## config.mk

```make
export PLATFORM = sky130hd
export DESIGN_NAME = afifo_wr_arb
export DESIGN_NICKNAME = d
export VERILOG_FILES = /design/src/rtl/afifo_wr_arb.sv
export SDC_FILE = /design/constraint.sdc
export NUM_CORES = 1
export LEC_CHECK = 0
export CAP_MARGIN = 20
export CORE_MARGIN = 3
export CORE_UTILIZATION = 25
export CTS_CLUSTER_DIAMETER = 100
export DETAILED_ROUTE_END_ITERATION = 16
export PLACE_DENSITY_LB_ADDON = 0.25
export SYNTH_ARGS = -nofsm -noshare
export SYNTH_HDL_FRONTEND = slang
export SYNTH_SLANG_ARGS = --single-unit
```

## constraint.sdc

```tcl
create_clock -name wclk -period 2.97 [get_ports wclk]
set_input_delay 0.891 -clock wclk [delete_from_list [all_inputs] [get_ports wclk]]
set_output_delay 0.891 -clock wclk [all_outputs]
set_load 0.005 [all_outputs]
```

## src/rtl/afifo_wr_arb.sv

```systemverilog
// Async FIFO write-side controller: packet-locked round-robin arbitration of N requesters
// onto one RAM write port, plus write pointer and full flag. Optional: AFIFO_WR_ALMOST_FULL_EN.
module afifo_wr_arb #(
  parameter int unsigned N     = 2,
  parameter int unsigned DW    = 32,
  parameter int unsigned ASIZE = 4
`ifdef AFIFO_WR_ALMOST_FULL_EN
  ,
  parameter int unsigned AFULL_THRESH = (1 << ASIZE) - 2
`endif
) (
  input  logic            wclk,
  input  logic            wrst_n,
  input  logic [N-1:0]    req_valid,
  input  logic [N*DW-1:0] req_data,
  input  logic [N-1:0]    req_last,
  output logic [N-1:0]    req_ready,
  input  logic [ASIZE:0]  wq2_rptr,
  output logic [ASIZE:0]  wptr,
  output logic [ASIZE-1:0] waddr,
  output logic [DW-1:0]   wdata,
  output logic            winc,
  output logic            wfull,
  output logic [N-1:0]    grant
`ifdef AFIFO_WR_ALMOST_FULL_EN
  ,
  output logic            walmost_full
`endif
);

  localparam int unsigned IW = (N > 1) ? $clog2(N) : 1;

  typedef enum logic [0:0] {StIdle, StBurst} state_e;

  state_e          state_q, state_d;
  logic [IW-1:0]   rr_q, rr_d;
  logic [IW-1:0]   lock_q, lock_d;
  logic [ASIZE:0]  wbin_q, wbin_d;
  logic [ASIZE:0]  wgray_q, wgray_d;
  logic            wfull_q, wfull_d;

  logic [IW-1:0]   sel;
  logic [IW-1:0]   sel_inc;
  logic            grant_any;
  logic            accept;
  logic            sel_last;

  // Round-robin search: rotate the valid vector so bit k is requester (rr_q + k) mod N.
  always_comb begin
    logic [2*N-1:0] rot;
    logic [IW:0]    cand;
    rot       = {req_valid, req_valid} >> rr_q;
    cand      = '0;
    sel       = lock_q;
    grant_any = 1'b0;
    if (state_q == StBurst) begin
      grant_any = 1'b1;
    end else begin
      for (int unsigned k = 0; k < N; k++) begin
        if (!grant_any && rot[k]) begin
          cand = {1'b0, rr_q} + (IW+1)'(k);
          if (cand >= (IW+1)'(N)) begin
            cand = cand - (IW+1)'(N);
          end
          sel       = cand[IW-1:0];
          grant_any = 1'b1;
        end
      end
    end
  end

  always_comb begin
    accept = grant_any & req_valid[sel] & ~wfull_q;
    grant  = '0;
    if (grant_any) begin
      grant[sel] = 1'b1;
    end
    req_ready = accept ? grant : '0;
    winc      = accept;
    waddr     = wbin_q[ASIZE-1:0];
    sel_last  = req_last[sel];
    wdata     = '0;
    for (int unsigned i = 0; i < N; i++) begin
      if (sel == IW'(i)) begin
        wdata = req_data[i*DW +: DW];
      end
    end
    sel_inc = (sel == IW'(N-1)) ? '0 : sel + IW'(1);

    state_d = state_q;
    rr_d    = rr_q;
    lock_d  = lock_q;
    if (accept) begin
      unique case (state_q)
        StIdle: begin
          if (sel_last) begin
            rr_d = sel_inc;
          end else begin
            state_d = StBurst;
            lock_d  = sel;
          end
        end
        StBurst: begin
          // In a burst sel equals lock_q, so sel_inc is lock_q + 1 mod N.
          if (sel_last) begin
            state_d = StIdle;
            rr_d    = sel_inc;
          end
        end
        default: state_d = StIdle;
      endcase
    end

    wbin_d  = wbin_q + (ASIZE+1)'(accept);
    wgray_d = (wbin_d >> 1) ^ wbin_d;
    // Full when the write pointer is exactly one lap ahead of the synchronized read pointer.
    wfull_d = (wgray_d == {~wq2_rptr[ASIZE:ASIZE-1], wq2_rptr[ASIZE-2:0]});
  end

  always_ff @(posedge wclk or negedge wrst_n) begin
    if (!wrst_n) begin
      state_q <= StIdle;
      rr_q    <= '0;
      lock_q  <= '0;
      wbin_q  <= '0;
      wgray_q <= '0;
      wfull_q <= 1'b0;
    end else begin
      state_q <= state_d;
      rr_q    <= rr_d;
      lock_q  <= lock_d;
      wbin_q  <= wbin_d;
      wgray_q <= wgray_d;
      wfull_q <= wfull_d;
    end
  end

  assign wptr  = wgray_q;
  assign wfull = wfull_q;

`ifdef AFIFO_WR_ALMOST_FULL_EN
  logic [ASIZE:0] rbin;
  logic [ASIZE:0] afull_diff;
  logic           walmost_full_q, walmost_full_d;

  always_comb begin
    rbin = '0;
    for (int i = 0; i <= ASIZE; i++) begin
      rbin[i] = ^(wq2_rptr >> i);
    end
    afull_diff     = wbin_d - rbin;
    walmost_full_d = (32'(afull_diff) >= AFULL_THRESH);
  end

  always_ff @(posedge wclk or negedge wrst_n) begin
    if (!wrst_n) begin
      walmost_full_q <= 1'b0;
    end else begin
      walmost_full_q <= walmost_full_d;
    end
  end

  assign walmost_full = walmost_full_q;
`else
  // Default build carries no fill-level tracking beyond the full flag.
`endif

endmodule
```

==> reports/results.tsv, run 1 <==
stage	metric	value	unit
run_status	status	finished with violations	
run_status	violated checks	setup timing	
setup_path	FF-to-FF Start	lock_q	
final_layout	most common cell after layout, fill and taps aside	clkdlybuf4s50_1	
die	Rows	23	
grt	met1 usage	0.2190	
sta	Fin. Hold Viols	0	
worst_hold_path	min-delay worst type	reg -> reg	
die	initial core utilization	0.2652	
detailed_routing	remaining antenna violation count	0	
power	total power	2.515	mW
final_layout	most frequent cells in the layout	82 x clkdlybuf4s50_1, 23 x mux2_2, 16 x buf_2, 16 x buf_4, 15 x buf_6	
sta	worst setup margin	-0.005994	ns
power	Pwr per Cell Area	933.3	nW/µm²
placed_design	dpl cell area	2486	µm²
logic_synthesis	largest area contributor in the netlist	mux2_2	
setup_path	end point of the critical path	wdata[18]	
setup_path	worst-path fanout max	7	
clock_network	hold_buf cts	0	
final_layout	final instance area	2695	µm²
final_layout	fill count	317	
logic_synthesis	post-synth cell types	27	
setup_path	worst reg2reg path depth	9	
logic_synthesis	Gate Count Post-Synth	98	
logic_synthesis	Synth Register Bits	13	
final_layout	Antenna diodes	0	
logic_synthesis	Post-Syn Nets	175	
detailed_routing	total routed wirelength	5.239	mm
sta	Final Skew	0.001139	ns
detailed_routing	DRC Markers	0	
setup_path	Slowest cell on crit path	mux2_4	
sta	max-slew violations	0	
sta	TNS Setup	-0.01820	ns
grt	total grt overflow	0	
flow_run	Max-Cap Viols	0	
logic_synthesis	Avg Synthesized Cell Area	11.06	µm²
grt	met3 Resource Use GR	0.05610	
setup_path	cell breakdown of the critical path	buf_8 > nor2b_4 > o21ai_4 > buf_12 > buf_12 > buf_12 > mux2_4 > buf_6	
clock_network	Max Buffers Root-to-Sink	2	
sta	RSZ-0062 raised after global routing	yes	
setup_path	Req. time, crit path	2.08	ns
setup_path	kind of critical path	in -> out	
die	io pins	122	
clock_network	CTS clock-pin slew for the worst setup and hold paths	0.05	ns
logic_synthesis	Yosys warnings	0	
sta	Tmin final	2.976	ns
clock_network	Root Buffer	clkbuf_8	
logic_synthesis	Seq/Total Area, Yosys	0.3002	
detailed_routing	initial drt markers	25	
placed_design	Setup WS pre-CTS	-0.7127	ns
die	Total Die Area	5160	µm²
power	maximum vdd drop	0.5873	mV
placed_design	PortBufs	121	
clock_network	worst-skew pair later-pin latency	0.24	ns
placed_design	detailed placement HPWL	4.068	mm
setup_path	Crit path depth	8	
grt	Tot GR Track Use	0.1976	
final_layout	Net count, final	324	
final_layout	share of cells above drive strength 1	0.4431	
setup_path	type of destination of the critical path	output port	
sta	worst-margin pin slew	0.5734	ns
power	leakage	1.188	nW
placed_design	dpl cells	280	
sta	fin crit share	1.002	
grt	GR peak layer	met2	
sta	fmax	0.3360	GHz
detailed_routing	routed len/inst	17.70	µm
setup_path	CP peak stage delay	0.30	ns
detailed_routing	drt via density	4.632	
final_layout	non-filler cells, final	296	
sta	Slew headroom	0.6165	
logic_synthesis	Cell Area, Synth	1084	µm²
setup_path	most used cell, CP	buf_12	
placed_design	routability cong.	0.8287	
setup_path	CP bufs+invs	5	
die	die height	71.84	µm
setup_path	flop2flop setup slack	0.49	ns
detailed_routing	drt pass-1 iters	4	
clock_network	CTS tree	yes	
clock_network	CTS buffer count	3	
final_layout	Layout area overhead	148.7	%
grt	first-pass GRT wire length	7.852	mm
sta	final setup violation count	6	
setup_path	Crit Reg-Reg Endpoint	wfull	
grt	vias in the first global route	1462	
sta	worst hold slack	0.5582	ns
die	Die Span X	71.84	µm
logic_synthesis	top cell type's share of synthesized area	0.3430	
setup_path	CP arrival	2.08	ns
setup_path	CP delay by family, top	buffers and inverters	
logic_synthesis	top cells by area, synth	mux2_2 34%, dfrtp_1 30%, xnor2_1 5.7%	
die	Core Area	4086	µm²
detailed_routing	vias	1371	
grt	initial antenna violation count	0	
setup_path	Worst setup startpoint	req_valid[1]	
grt	largest net degree at the start of global routing	14	
grt	met2 usage	0.3694	
clock_network	clk sinks	13	
final_layout	Final Util	0.6595	
clock_network	H-tree lvl count	1	
setup_path	crit start category	input pin	
worst min path at each step:
stage,startpoint,end,slack [ns],depth (start not counted)
finish,wbin_q[4],wptr[3],0.56,1
floorplan,rr_q,rr_q,0.50,2
CTS,rr_q,rr_q,0.56,2
global route,wbin_q[4],wptr[3],0.62,1
detailed placement,rr_q,rr_q,0.55,2
global placement,wbin_q[4],wptr[3],0.52,1
power breakdown:
part / switching, mW / internal [mW] / leakage [nW]
clock network: 0.0628 / 0.0926 / 0.0255
logic: 0.699 / 1.29 / 1.01
registers: 0.0991 / 0.275 / 0.154
layer usage:
metal	wire, µm	part of all wire
met4	68	0.013
met5	0	0
met2	2694	0.51
met3	529	0.10
met1	1947	0.37
repair_timing:
| item | in CTS | in global routing |
|---|---|---|
| cloned | 3 | 1 |
| endpoints found under the setup margin | 38 | 21 |
| resized for setup | 158 | 17 |
| pin swaps | 2 | 3 |
| buffers inserted | 6 | 2 |
synthesized netlist by cell type, drive strengths merged:
cell     instances
mux2            33
dfrtp           13
xnor2            7
xor2             6
buf              4
nand2            4
nor2             4
a21oi            3
nand3            3
ha               2
mux2i            2
nor2b            2
nor3             2
o21ai            2
a2111oi          1
a211oi           1
and2             1
and2b            1
nand3b           1
nor3b            1
o21bai           1
o31a             1
o31ai            1
or3              1
xor3             1
registers in the layout, indices dropped and copies added, names as in the netlist:
| name | count |
|---|---|
| wfull | 1 |
| wptr | 4 |
| rr_q | 1 |
| state_q | 1 |
| wbin_q | 5 |
| lock_q | 1 |
cells by family (layout without fill, tap and decap cells):
logic type	count (synthesis)	in the layout	share of synthesized area
DFF	13	13	0.3002
muxes	35	35	0.3614
and+or+nand+nor	20	20	0.09584
adders and majority gates	2	2	0.02309
AOI/OAI and AO/OA	10	10	0.06581
xor gates and xnor gates	14	14	0.1351
buffers and inverters	4	152	0.01848
area by class of cell:
cell class / instances / area (µm²) / area share
timing repair buffer: 148 / 1458 / 0.5409
clock inverter: 1 / 5.005 / 0.001857
tap: 50 / 62.56 / 0.02321
clock buffer: 3 / 41.29 / 0.01532
sequential: 13 / 325.3 / 0.1207
multi-input combinational: 81 / 803.3 / 0.2981
Note: power is estimated with default switching activity, not from simulation.
==> run 2: changes to the inputs <==
Settings changed: CORE_ASPECT_RATIO set to 1.5, CORE_UTILIZATION 25 to 28.
==> reports/results.tsv, run 2 (synthesized netlist as in run 1, its figures left out) <==
stage	metric	value	unit
clock_network	H-tree lvl count	1	
sta	Fin. Hold Viols	0	
clock_network	CTS buffer count	3	
detailed_routing	drt via density	5.063	
sta	Tmin final	3.011	ns
die	initial core utilization	0.2943	
clock_network	worst-skew pair later-pin latency	0.24	ns
power	total power	2.693	mW
clock_network	CTS tree	yes	
die	io pins	122	
power	leakage	1.278	nW
final_layout	Layout area overhead	158.7	%
detailed_routing	remaining antenna violation count	0	
placed_design	routability cong.	0.7903	
detailed_routing	routed len/inst	21.66	µm
setup_path	worst-path fanout max	5	
final_layout	Antenna diodes	0	
sta	TNS Setup	-0.2424	ns
clock_network	Max Buffers Root-to-Sink	2	
final_layout	share of cells above drive strength 1	0.4549	
detailed_routing	vias	1453	
setup_path	type of destination of the critical path	output port	
setup_path	crit start category	input pin	
grt	Tot GR Track Use	0.2350	
placed_design	PortBufs	121	
detailed_routing	initial drt markers	24	
sta	worst-margin pin slew	0.6010	ns
final_layout	max reg flops	5	
grt	vias in the first global route	1607	
die	Total Die Area	4668	µm²
clock_network	clk sinks	13	
sta	Final Skew	0.002630	ns
detailed_routing	drt pass-1 iters	4	
sta	fin crit share	1.014	
setup_path	flop2flop setup slack	0.56	ns
grt	total grt overflow	0	
final_layout	non-filler cells, final	287	
final_layout	fill count	232	
die	die height	82.19	µm
final_layout	most frequent cells in the layout	82 x clkdlybuf4s50_1, 32 x mux2_4, 19 x buf_6	
setup_path	FF-to-FF Start	wfull	
grt	first-pass GRT wire length	8.362	mm
final_layout	most common cell after layout, fill and taps aside	clkdlybuf4s50_1	
final_layout	Net count, final	322	
worst_hold_path	min-delay worst type	reg -> reg	
sta	Slew headroom	0.5981	
die	Core Area	3682	µm²
clock_network	hold_buf cts	0	
clock_network	Root Buffer	clkbuf_8	
die	Die Span X	56.79	µm
setup_path	Req. time, crit path	2.08	ns
sta	RSZ-0062 raised after global routing	yes	
flow_run	Max-Cap Viols	0	
setup_path	Worst setup startpoint	req_valid[1]	
grt	initial antenna violation count	0	
placed_design	Setup WS pre-CTS	-0.7077	ns
detailed_routing	total routed wirelength	6.216	mm
final_layout	Most flops, register	wbin_q	
setup_path	Crit Reg-Reg Endpoint	wfull	
die	Rows	27	
run_status	violated checks	setup timing	
sta	max-slew violations	0	
grt	largest net degree at the start of global routing	14	
worst_hold_path	min-delay src	wbin_q[4]	
sta	final setup violation count	8	
setup_path	worst reg2reg path depth	8	
power	maximum vdd drop	0.7742	mV
worst_hold_path	WHS Path Cells	1	
sta	fmax	0.3321	GHz
sta	worst setup margin	-0.04086	ns
detailed_routing	DRC Markers	0	
placed_design	detailed placement HPWL	4.175	mm
placed_design	dpl cells	272	
setup_path	CP arrival	2.12	ns
clock_network	CTS clock-pin slew for the worst setup and hold paths	0.05	ns
run_status	status	finished with violations	
worst_hold_path	Hold EP	wptr[3]	
setup_path	kind of critical path	in -> out	
power	Pwr per Cell Area	960.7	nW/µm²
-- run 2: cell count changes in the layout (fill, tap and decap cells not counted), sizes merged --
cell         delta
buf             +6
dlygate4sd2     -1
clkinv          -1
clkbuf          -6
-- run 2: final cells by class --
type                       instances  area (µm²)  share of cell area
timing repair buffer             146        1484              0.5295
multi-input combinational         81       894.6              0.3192
sequential                        13       325.3              0.1161
tap                               43       53.80             0.01920
clock buffer                       4       45.04             0.01607
-- run 2: report_power, final --
part           total, mW  switching [mW]  internal (mW)  leakage (nW)
clock              0.158          0.0628         0.0947        0.0228
combinational       2.16           0.786           1.38          1.10
sequential         0.373          0.0975          0.275         0.154
total               2.69           0.947           1.75          1.28
-- run 2: worst max-delay path by stage --
stage                      to  cells past startpoint  slack, ns
finish               wdata[3]                      9      -0.04
global route        wdata[23]                      9      -0.08
CTS                  wdata[1]                      8      -0.07
detailed placement  wdata[26]                      6      -0.71
global placement    wdata[21]                      6      -0.66
floorplan               wfull                      8      0.003
-- run 2: stage by stage --
stage	cell area, µm²	util	hold WS [ns]
floorplan	1084	-	0.4996
global placement	2462	0.6687	0.5246
detailed placement	2462	0.6687	0.5417
CTS	2654	0.7207	0.5502
global route	2803	0.7611	0.5795
finish	2803	0.7611	0.5468
-- run 2: repair_timing --
item                       4_1_cts  5_1_grt
buffers inserted                 6        1
setup endpoints to repair       38       38
resized for setup              178       38
cloned                           4        0
pin swaps                        2        1
-- run 2: worst max-delay path, cell delays in order --
cell and delay (ns):
buf_8 0.10, nor2b_4 0.12, o21ai_2 0.13, buf_6 0.13
buf_12 0.10, buf_12 0.11, buf_16 0.11, mux2_4 0.30
buf_6 0.12
-- run 2: per-layer routing --
| metal | wire, µm | part of all wire | up-vias | global-route usage |
|---|---|---|---|---|
| met5 | 0 | 0 | - | 0 |
| li1 | - | - | 644 | - |
| met2 | 3444 | 0.55 | 78 | 0.4676 |
| met4 | 142 | 0.023 | 0 | 0.09049 |
| met3 | 444 | 0.071 | 12 | 0.06532 |
| met1 | 2184 | 0.35 | 719 | 0.2256 |
